## config.mk

```make
export PLATFORM = sky130hd
export DESIGN_NAME = drp_pll_responder
export DESIGN_NICKNAME = d
export VERILOG_FILES = /design/src/rtl/drp_pll_responder_pkg.sv /design/src/rtl/drp_regbank.sv /design/src/rtl/drp_pll_responder.sv
export SDC_FILE = /design/constraint.sdc
export NUM_CORES = 2
export LEC_CHECK = 0
export ABC_AREA = 0
export CORE_ASPECT_RATIO = 1.75
export CORE_MARGIN = 10
export CORE_UTILIZATION = 30
export DETAILED_ROUTE_END_ITERATION = 10
export PLACE_DENSITY = 0.49
export SYNTH_ARGS = -nofsm -noshare
export SYNTH_HDL_FRONTEND = slang
export SYNTH_SLANG_ARGS = --single-unit
```

## constraint.sdc

```tcl
create_clock -name clk_in -period 3.35 [get_ports clk_in]
set_input_delay 0.5025 -clock clk_in [delete_from_list [all_inputs] [get_ports clk_in]]
set_output_delay 0.5025 -clock clk_in [all_outputs]
set_load 0.01 [all_outputs]
```

## src/rtl/drp_pll_responder_pkg.sv

```systemverilog
// Shared definitions for the DRP PLL responder: FSM encoding, well-known
// register addresses and the power-on contents of the register array.
package drp_pll_responder_pkg;

  // Transaction FSM: accept in IDLE, count down in WAIT, pulse drdy in ACK.
  typedef enum logic [1:0] {
    ST_IDLE = 2'd0,
    ST_WAIT = 2'd1,
    ST_ACK  = 2'd2
  } drp_state_e;

  // Clock-output divider registers.
  localparam logic [6:0] REG_CLKOUT_LO = 7'h08;
  localparam logic [6:0] REG_CLKOUT_HI = 7'h09;

  // Power-on values: divider high=1, low=1, phase=0; everything else zero.
  localparam logic [15:0] RST_CLKOUT_LO = 16'h1041;
  localparam logic [15:0] RST_CLKOUT_HI = 16'h0000;
  localparam logic [15:0] RST_DEFAULT   = 16'h0000;

  // Width of the latency down-counter (LATENCY is at most 15).
  localparam int CNT_W = 4;

  // Reset value for array entry idx.
  function automatic logic [15:0] reg_reset_value(input int unsigned idx);
    logic [15:0] val;
    val = RST_DEFAULT;
    if (idx == 32'(REG_CLKOUT_LO)) begin
      val = RST_CLKOUT_LO;
    end else if (idx == 32'(REG_CLKOUT_HI)) begin
      val = RST_CLKOUT_HI;
    end
    return val;
  endfunction

endpackage

```

## src/rtl/drp_regbank.sv

```systemverilog
// Register array behind the DRP responder: one write port, one
// combinational read port, reset loader, and fixed taps of the clock-output
// divider fields. Entries are individual flops so they can take non-zero
// reset values and feed the cfg taps directly.
module drp_regbank
  import drp_pll_responder_pkg::*;
#(
  parameter int ADDR_W = 7,
  parameter int DATA_W = 16
) (
  input  logic              clk_in,
  input  logic              rst_n,
  input  logic              wr_en,
  input  logic [ADDR_W-1:0] wr_addr,
  input  logic [DATA_W-1:0] wr_data,
  input  logic [ADDR_W-1:0] rd_addr,
  output logic [DATA_W-1:0] rd_data,
  output logic [5:0]        cfg_high,
  output logic [5:0]        cfg_low,
  output logic [5:0]        cfg_phase
);

  localparam int DEPTH = 1 << ADDR_W;

  logic [DATA_W-1:0] mem [DEPTH];

  for (genvar gi = 0; gi < DEPTH; gi++) begin : g_entry
    logic [DATA_W-1:0] entry_q;
    logic [DATA_W-1:0] entry_d;

    // Full-width address decode, so every address maps to its own entry.
    always_comb begin
      entry_d = entry_q;
      if (wr_en && (wr_addr == ADDR_W'(gi))) begin
        entry_d = wr_data;
      end
    end

    // Entry storage; reset reloads the power-on value.
    always_ff @(posedge clk_in or negedge rst_n) begin
      if (!rst_n) begin
        entry_q <= DATA_W'(reg_reset_value(gi));
      end else begin
        entry_q <= entry_d;
      end
    end

    assign mem[gi] = entry_q;
  end

  assign rd_data   = mem[rd_addr];

  // Divider taps follow the stored words, so they move the cycle after a write.
  assign cfg_high  = mem[REG_CLKOUT_LO][11:6];
  assign cfg_low   = mem[REG_CLKOUT_LO][5:0];
  assign cfg_phase = mem[REG_CLKOUT_HI][5:0];

endmodule

```

## src/rtl/drp_pll_responder.sv

```systemverilog
// DRP responder for the PLL configuration space. A request accepted in IDLE
// is held for LATENCY cycles, completes with a one-cycle drdy, and a write
// commits to the register array at the end of that drdy cycle. Requests that
// arrive while a transaction is in flight are dropped and flagged in err_ovl.
module drp_pll_responder
  import drp_pll_responder_pkg::*;
#(
  parameter int ADDR_W  = 7,
  parameter int DATA_W  = 16,
  parameter int LATENCY = 3
) (
  input  logic              clk_in,
  input  logic              rst_n,
  input  logic              den,
  input  logic              dwe,
  input  logic [ADDR_W-1:0] daddr,
  input  logic [DATA_W-1:0] di,
  output logic [DATA_W-1:0] dout,
  output logic              drdy,
  output logic              busy,
  output logic              err_ovl,
  input  logic              err_clr,
  output logic [5:0]        cfg_high,
  output logic [5:0]        cfg_low,
  output logic [5:0]        cfg_phase
);

  localparam logic [CNT_W-1:0] CNT_LOAD = CNT_W'(LATENCY - 1);

  drp_state_e        state_q, state_d;
  logic [CNT_W-1:0]  cnt_q, cnt_d;
  logic [ADDR_W-1:0] addr_q, addr_d;
  logic              we_q, we_d;
  logic [DATA_W-1:0] wdata_q, wdata_d;
  logic              drdy_q, drdy_d;
  logic              busy_q, busy_d;
  logic              err_ovl_q, err_ovl_d;
  logic [DATA_W-1:0] dout_q, dout_d;

  logic              wr_en;
  logic [ADDR_W-1:0] rd_addr;
  logic [DATA_W-1:0] rd_data;

  // The read port looks at the address that will be latched this cycle, so
  // read data is ready to register even when LATENCY=1 goes IDLE -> ACK.
  assign rd_addr = ((state_q == ST_IDLE) && den) ? daddr : addr_q;

  // The write commits at the edge that ends the ACK cycle.
  assign wr_en = (state_q == ST_ACK) && we_q;

  drp_regbank #(
    .ADDR_W (ADDR_W),
    .DATA_W (DATA_W)
  ) u_regbank (
    .clk_in    (clk_in),
    .rst_n     (rst_n),
    .wr_en     (wr_en),
    .wr_addr   (addr_q),
    .wr_data   (wdata_q),
    .rd_addr   (rd_addr),
    .rd_data   (rd_data),
    .cfg_high  (cfg_high),
    .cfg_low   (cfg_low),
    .cfg_phase (cfg_phase)
  );

  // Next-state logic: accept in IDLE, count in WAIT, single ACK cycle.
  always_comb begin
    state_d = state_q;
    cnt_d   = cnt_q;
    addr_d  = addr_q;
    we_d    = we_q;
    wdata_d = wdata_q;

    case (state_q)
      ST_IDLE: begin
        if (den) begin
          addr_d  = daddr;
          we_d    = dwe;
          wdata_d = di;
          cnt_d   = CNT_LOAD;
          state_d = (LATENCY == 1) ? ST_ACK : ST_WAIT;
        end
      end
      ST_WAIT: begin
        cnt_d = cnt_q - 1'b1;
        if (cnt_q <= CNT_W'(1)) begin
          state_d = ST_ACK;
        end
      end
      ST_ACK: begin
        state_d = ST_IDLE;
      end
      default: begin
        state_d = ST_IDLE;
      end
    endcase
  end

  // Registered outputs derived from the next state; set beats clear on err_ovl.
  always_comb begin
    drdy_d    = (state_d == ST_ACK);
    busy_d    = (state_d != ST_IDLE);
    dout_d    = '0;
    if ((state_d == ST_ACK) && !we_d) begin
      dout_d = rd_data;
    end
    err_ovl_d = err_ovl_q;
    if (err_clr) begin
      err_ovl_d = 1'b0;
    end
    if (den && (state_q != ST_IDLE)) begin
      err_ovl_d = 1'b1;
    end
  end

  // FSM and output registers; reset aborts any transaction in flight.
  always_ff @(posedge clk_in or negedge rst_n) begin
    if (!rst_n) begin
      state_q   <= ST_IDLE;
      cnt_q     <= '0;
      addr_q    <= '0;
      we_q      <= 1'b0;
      wdata_q   <= '0;
      drdy_q    <= 1'b0;
      busy_q    <= 1'b0;
      err_ovl_q <= 1'b0;
      dout_q    <= '0;
    end else begin
      state_q   <= state_d;
      cnt_q     <= cnt_d;
      addr_q    <= addr_d;
      we_q      <= we_d;
      wdata_q   <= wdata_d;
      drdy_q    <= drdy_d;
      busy_q    <= busy_d;
      err_ovl_q <= err_ovl_d;
      dout_q    <= dout_d;
    end
  end

  assign dout    = dout_q;
  assign drdy    = drdy_q;
  assign busy    = busy_q;
  assign err_ovl = err_ovl_q;

endmodule

```

; Word level (Yosys, flattened, before mapping)
; Cells that the tools add are included.
[totals]
register_bits = 2097
inputBits = 28
[classes]
addsub = 1
order_cmp = 2
eq_ne = 131
mux = 14
n_bitwise = 1
reduce_logical = 141
[ops]
columns = cell, count
row1 = == test 7 bit (second input constant), 64
row2 = == test 7 x 6 -> 1 bit (second input constant), 32
row3 = logical AND 1 bit, 132
row4 = binary-select mux 16 bit (select 7 bit), 1
row5 = == test 7 x 5 -> 1 bit (second input constant), 16
row6 = == test 7 x 4 -> 1 bit (second input constant), 8
row7 = two-way mux 16 bit, 3
row8 = == test 7 x 3 -> 1 bit (second input constant), 4
row9 = == test 7 x 2 -> 1 bit (second input constant), 2
row10 = >= comparator 8 bit (second input constant), 1
row11 = inverter 7 -> 8 bit, 1
row12 = one-hot mux 4 bit (2 select lines), 1
row13 = nonzero test 2 bit, 4
row14 = == test 7 x 1 -> 1 bit (second input constant), 1
row15 = zero test 7 bit, 1
row16 = two-way mux 7 bit, 1
row17 = == test 2 bit (second input constant), 2
row18 = less-or-equal comparator 4 x 1 -> 1 bit (second input constant), 1
row19 = two-way mux 1 bit, 4
row20 = two-way mux 2 bit, 2
row21 = two-way mux 4 bit, 1
row22 = one-hot mux 2 bit (2 select lines), 1
row23 = AND reduction 2 bit, 2
row24 = subtractor 4 x 1 -> 4 bit (second input constant), 1
row25 = other kinds (4), 4

; Depth between registers and ports, before layout
[depth]
word_depth = 8
mapped_depth = 16

; Cells and area by module
; From an unflattened synthesis, not the netlist that was laid out.
[unflattened]
hier_cells = 5682
hier_area_um2 = 94468.1
[by_module_without_submodules]
columns = mod, instances, cells_per_inst, area_each_um2, seq_area_each_um2
row1 = drp_regbank, 1, 5510, 92620.1, 51252.9
row2 = drp_pll_responder, 1, 172, 1848.0, 1226.2

; Worst setup path before layout
; OpenSTA, ideal clock, no wires.
[synth_path]
path_kind = in2reg
start = input den
end = register dout_q[11] (netlist: dout[11])
setup_time_ns = 0.122
arrival_time_ns = 2.787
path_slack_ns = 0.442
stages = 12
n_path_buf = 3
path_cell_list = or3b_1 buf_6 a21oi_4 inv_4 buf_6 buf_6 a2111oi_0 a211oi_1 o21ai_1 nand4_1 or3_1 a32o_1
[synth_via]
elab_chain_cells = 7
[synth_rtl]
columns = element, line
row1 = from (decl), drp_pll_responder.sv:14  ; input logic den,
row2 = logical AND 1 bit, drp_pll_responder.sv:46  ; assign rd_addr = ((state_q == ST_IDLE) && den) ? daddr : addr_q;
row3 = two-way mux 7 bit, drp_pll_responder.sv:46
row4 = inverter 7 -> 8 bit (implied by the code), drp_regbank.sv:51  ; assign rd_data = mem[rd_addr];
row5 = binary-select mux 16 bit (select 7 bit), drp_regbank.sv:51
row6 = two-way mux 16 bit (implied by the code) (2 in series), drp_regbank.sv:51
row7 = two-way mux 16 bit *, drp_pll_responder.sv:105  ; if ((state_d == ST_ACK) && !we_d) begin
row8 = via dout_d[11], drp_pll_responder.sv:38  ; logic [DATA_W-1:0] dout_q, dout_d;
row9 = to (signal assigned), drp_pll_responder.sv:138  ; dout_q <= dout_d;
row10 = to (decl), drp_pll_responder.sv:38
; Mark *: on every way through the listed nets, which the timed path passes. The rest lies on a longest branch. The select of a mux whose other input is x is not followed.
; A chain may end at the register's enable or synchronous reset.

; Worst setup path after layout
[layout_path]
start = register state_q[0]
end = register dout_q[14] (netlist: dout[14])
[layout_via]
elab_chain_cells = 8
[layout_rtl]
columns = element, line
row1 = from (decl), drp_pll_responder.sv:30  ; drp_state_e state_q, state_d;
row2 = from (signal assigned), drp_pll_responder.sv:130  ; state_q <= state_d;
row3 = zero test 2 bit, "drp_pll_responder.sv:46, drp_pll_responder.sv:75"
row4 = logical AND 1 bit, drp_pll_responder.sv:46
row5 = two-way mux 7 bit, drp_pll_responder.sv:46
row6 = inverter 7 -> 8 bit (implied by the code), drp_regbank.sv:51
row7 = binary-select mux 16 bit (select 7 bit), drp_regbank.sv:51
row8 = two-way mux 16 bit (implied by the code) (2 in series), drp_regbank.sv:51
row9 = two-way mux 16 bit *, drp_pll_responder.sv:105
row10 = via dout_d[14], drp_pll_responder.sv:38
; Marks and branches as above.

==> impl_metrics.py <==
metrics = {
    "clock_tree": {
        "clockRootBuffer": "clkbuf_16",
        "cts_sinks": 2097,
        "cts_tree": "done",
        "clk_pin_slew_worst_paths_ns": 0.07,
        "numCtsBuffers": 201,
        "clkLatencyLatePin_ns": 0.93,
        "cts_buffer_depth": 4,
        "htree_levels": 4,
    },
    "placement": {
        "io_buffers": 64,
        "place.gp.congestion": 0.902,
        "hpwl_microns": 259000,
        "placed_area_sq_um": 109000,
    },
    "synthesis": {
        "ys_types": 69,
        "synth.avg_cell_area_sq_um": 12.4,
        "yosysSeqAreaShare": 0.543,
        "syn_inst": 7787,
        "syn_nets": 7817,
        "async_reset_ff_frac": 1.00,
        "yosys_warnings": 0,
        "ys.flop_type": "dfrtp_1",
        "synth_area_sq_um": 96600,
        "ys_ff_latch": 2097,
        "synth_edf_count": 0,
    },
    "sta": {
        "finalCritPeriodShare": 1.10,
        "min_period_ns": 3.69,
        "worst_slew_pin_slew_ns": 1.03,
        "setup_viol_count_final": 14,
        "max_freq_mhz": 271,
        "fin_skew_ns": 0.0700,
        "slew-limit-headroom": 0.306,
        "fin_ws_ns": -0.342,
        "rsz0062_at_grt": "true",
        "fin_setup_tns_ns": -1.15,
        "hold_violations": 0,
        "slew_viol_final": 0,
    },
    "global_route": {
        "grt_start_max_net_pins": 144,
        "gr-total-overflow": 0,
        "antenna_found_initial": 24,
        "grt_use_total": 0.214,
        "grt_pass1_wl_microns": 543000,
        "grt_pass1_vias": 70783,
    },
    "route": {
        "drt-total-wl_microns": 383000,
        "num_vias": 67766,
        "drt_first_iter_violations": 5261,
        "dr.pass1.iters": 5,
        "ant_nets": 0,
        "wl_per_cell_microns": 30.0,
        "drc": 0,
        "viasPerCell": 5.31,
    },
    "critical_path": {
        "critical_path.max_fanout": 5,
        "cp.required_ns": 4.12,
        "path_cells": "nor3b_4 > buf_6 > mux2i_4 > inv_8 > buf_12 > buf_16 > mux4_2 > o211ai_1 > nand4_1 > a311oi_4 > nand3_1",
        "slowest_delay_ns": 0.52,
        "cp-start-kind": "flop",
        "end_kind": "flop",
        "crit_arrival_ns": 4.46,
        "critPathSlowestCell": "o211ai_1",
        "critPathKind": "flop to flop",
    },
    "floorplan": {
        "rows": 275,
        "core_sq_um": 321000,
        "die_area_sq_um": 346000,
        "die_h_microns": 771,
        "io_pins": 65,
        "initial_core_util": 0.301,
        "dieWidth_microns": 449,
    },
    "power_and_ir_drop": {
        "p_leak_nw": 55.3,
        "switchingPower_w": 0.0391,
        "clock_power_share": 0.252,
        "pwr_density_cell_nw_per_um2": 795,
        "p_seq_frac": 0.305,
        "pwr-share-comb": 0.442,
        "ir_drop_mv": 0.566,
        "switching_share": 0.418,
        "power.internal_w": 0.0544,
    },
    "layout": {
        "layout_commonest_cell": "dfrtp_1",
        "nFillCells": 31233,
        "final_cell_area_sq_um": 118000,
        "area.growth.synth_to_final_pct": 21.9,
        "drive_gt1_frac": 0.441,
        "nNetsFinal": 8337,
        "register_area_sq_um": 52500,
        "multi_input_area_sq_um": 42600,
        "final_cell_mix": "dfrtp_1 (2076), mux2_2 (2040), nand2_1 (1230)",
    },
    "flow_run": {
        "drv_cap": 0,
    },
    "status": {
        "status": "finished, violations left",
        "violations": "negative setup slack",
    },
    "hold_path": {
        "min-delay-path-class": "input port to flop",
    },
}
sequential cells by signal (all words and copies together) (netlist names):
name,flops
we_q,1
dout,16
u_regbank.g_entry.entry_q,2048
addr_q,7
drdy,1
state_q,2
err_ovl,1
wdata_q,16
cnt_q,4
busy,1
timing repair:
item | in CTS | in global routing
endpoints found under the hold margin | 116 | 0
resized for setup | 183 | 188
hold buffers | 1 | 0
pin swaps | 26 | 37
cloned | 9 | 4
endpoints found under the setup margin | 16 | 16
setup buffers | 22 | 31
critical path, delay by kind of cell, from the launching register on:
family          cells  cell delay (ns)
mux                 2             0.76
buf+inv             4             0.51
simple gates        3             0.79
flops               1             0.47
compound gates      2             1.01
metal layers:
layer | routed length [microns] | up-vias | track usage
li1 | - | 28714 | -
met1 | 145000 | 36217 | 0.247
met2 | 192000 | 2021 | 0.375
met3 | 16800 | 812 | 0.0252
met4 | 29300 | 2 | 0.138
met5 | 13 | - | 0
power groups by stage:
stage | registers (W) | logic, W | clock network (W)
after global placement | 0.0290 | 0.0371 | 0
after CTS | 0.0286 | 0.0394 | 0.0241
final | 0.0286 | 0.0414 | 0.0236
after floorplan | 0.0273 | 0.0155 | 0
after global routing | 0.0287 | 0.0424 | 0.0250
after detailed placement | 0.0290 | 0.0372 | 0
area by class of cell:
| class | count | area share |
|---|---|---|
| antenna | 15 | 0.000319 |
| clock buffer | 303 | 0.0503 |
| clock inverter | 52 | 0.00556 |
| inverter | 21 | 0.00103 |
| multi-input combinational | 4962 | 0.361 |
| sequential | 2097 | 0.446 |
| tap | 4293 | 0.0456 |
| timing repair buffer | 1023 | 0.0893 |
| timing repair inverter | 1 | 0.000255 |
logic make-up after synthesis:
logic type               Yosys count  synth area share
AO/OA/AOI/OAI                    574            0.0394
adder cells (fa/ha/maj)            2          0.000259
buffers and inverters            728            0.0327
flip-flops                      2097             0.543
multiplexers                    2450             0.299
AND/OR/NAND/NOR                 1936            0.0854
per-stage QoR:
stage	power, W	util	std cells	worst slack (ns)	hold slack [ns]
2_1_floorplan	0.0428	-	7787	0.442	0.207
3_3_place_gp	0.0660	0.338	12335	-1.80	0.456
3_5_place_dp	0.0662	0.338	12335	-1.78	0.466
4_1_cts	0.0921	0.363	12720	-0.217	0.0736
5_1_grt	0.0961	0.367	12758	-0.301	0.145
6_report	0.0936	0.367	12767	-0.342	0.127
path summary, 6_finish.rpt:
path	end	slack, ns	cells after the start	start
worst max-delay path	dout[14]	-0.34	11	state_q[0]
worst min-delay path	wdata_q[14]	0.13	3	di[14]
worst max register to register	dout[14]	-0.34	11	state_q[0]
worst min register to register	u_regbank.g_entry[12].entry_q[15]	0.50	1	u_regbank.g_entry[12].entry_q[15]
max in group asynchronous	u_regbank.g_entry[63].entry_q[11]	1.70	3	rst_n
min in group asynchronous	u_regbank.g_entry[79].entry_q[4]	0.21	2	rst_n
cell usage after synthesis, types with 20 or more instances:
| library cell | n | area share |
|---|---|---|
| a2111oi_0 | 20 | 0.0018 |
| a211oi_1 | 51 | 0.0040 |
| a21oi_1 | 163 | 0.0084 |
| a221oi_1 | 24 | 0.0022 |
| a22oi_1 | 22 | 0.0017 |
| a311oi_1 | 26 | 0.0024 |
| a31oi_1 | 61 | 0.0040 |
| and3_1 | 35 | 0.0023 |
| buf_1 | 62 | 0.0024 |
| buf_2 | 139 | 0.0072 |
| buf_4 | 37 | 0.0029 |
| clkbuf_1 | 454 | 0.018 |
| dfrtp_1 | 2094 | 0.54 |
| mux2_2 | 2040 | 0.24 |
| mux2i_1 | 268 | 0.028 |
| mux4_2 | 140 | 0.033 |
| nand2_1 | 1240 | 0.048 |
| nand3_1 | 427 | 0.022 |
| nand4_1 | 36 | 0.0023 |
| nor2_1 | 97 | 0.0038 |
| nor3_1 | 28 | 0.0015 |
| nor4_1 | 31 | 0.0020 |
| o21ai_0 | 61 | 0.0032 |
| o22ai_1 | 47 | 0.0030 |
(Power assumes the default switching activity.)
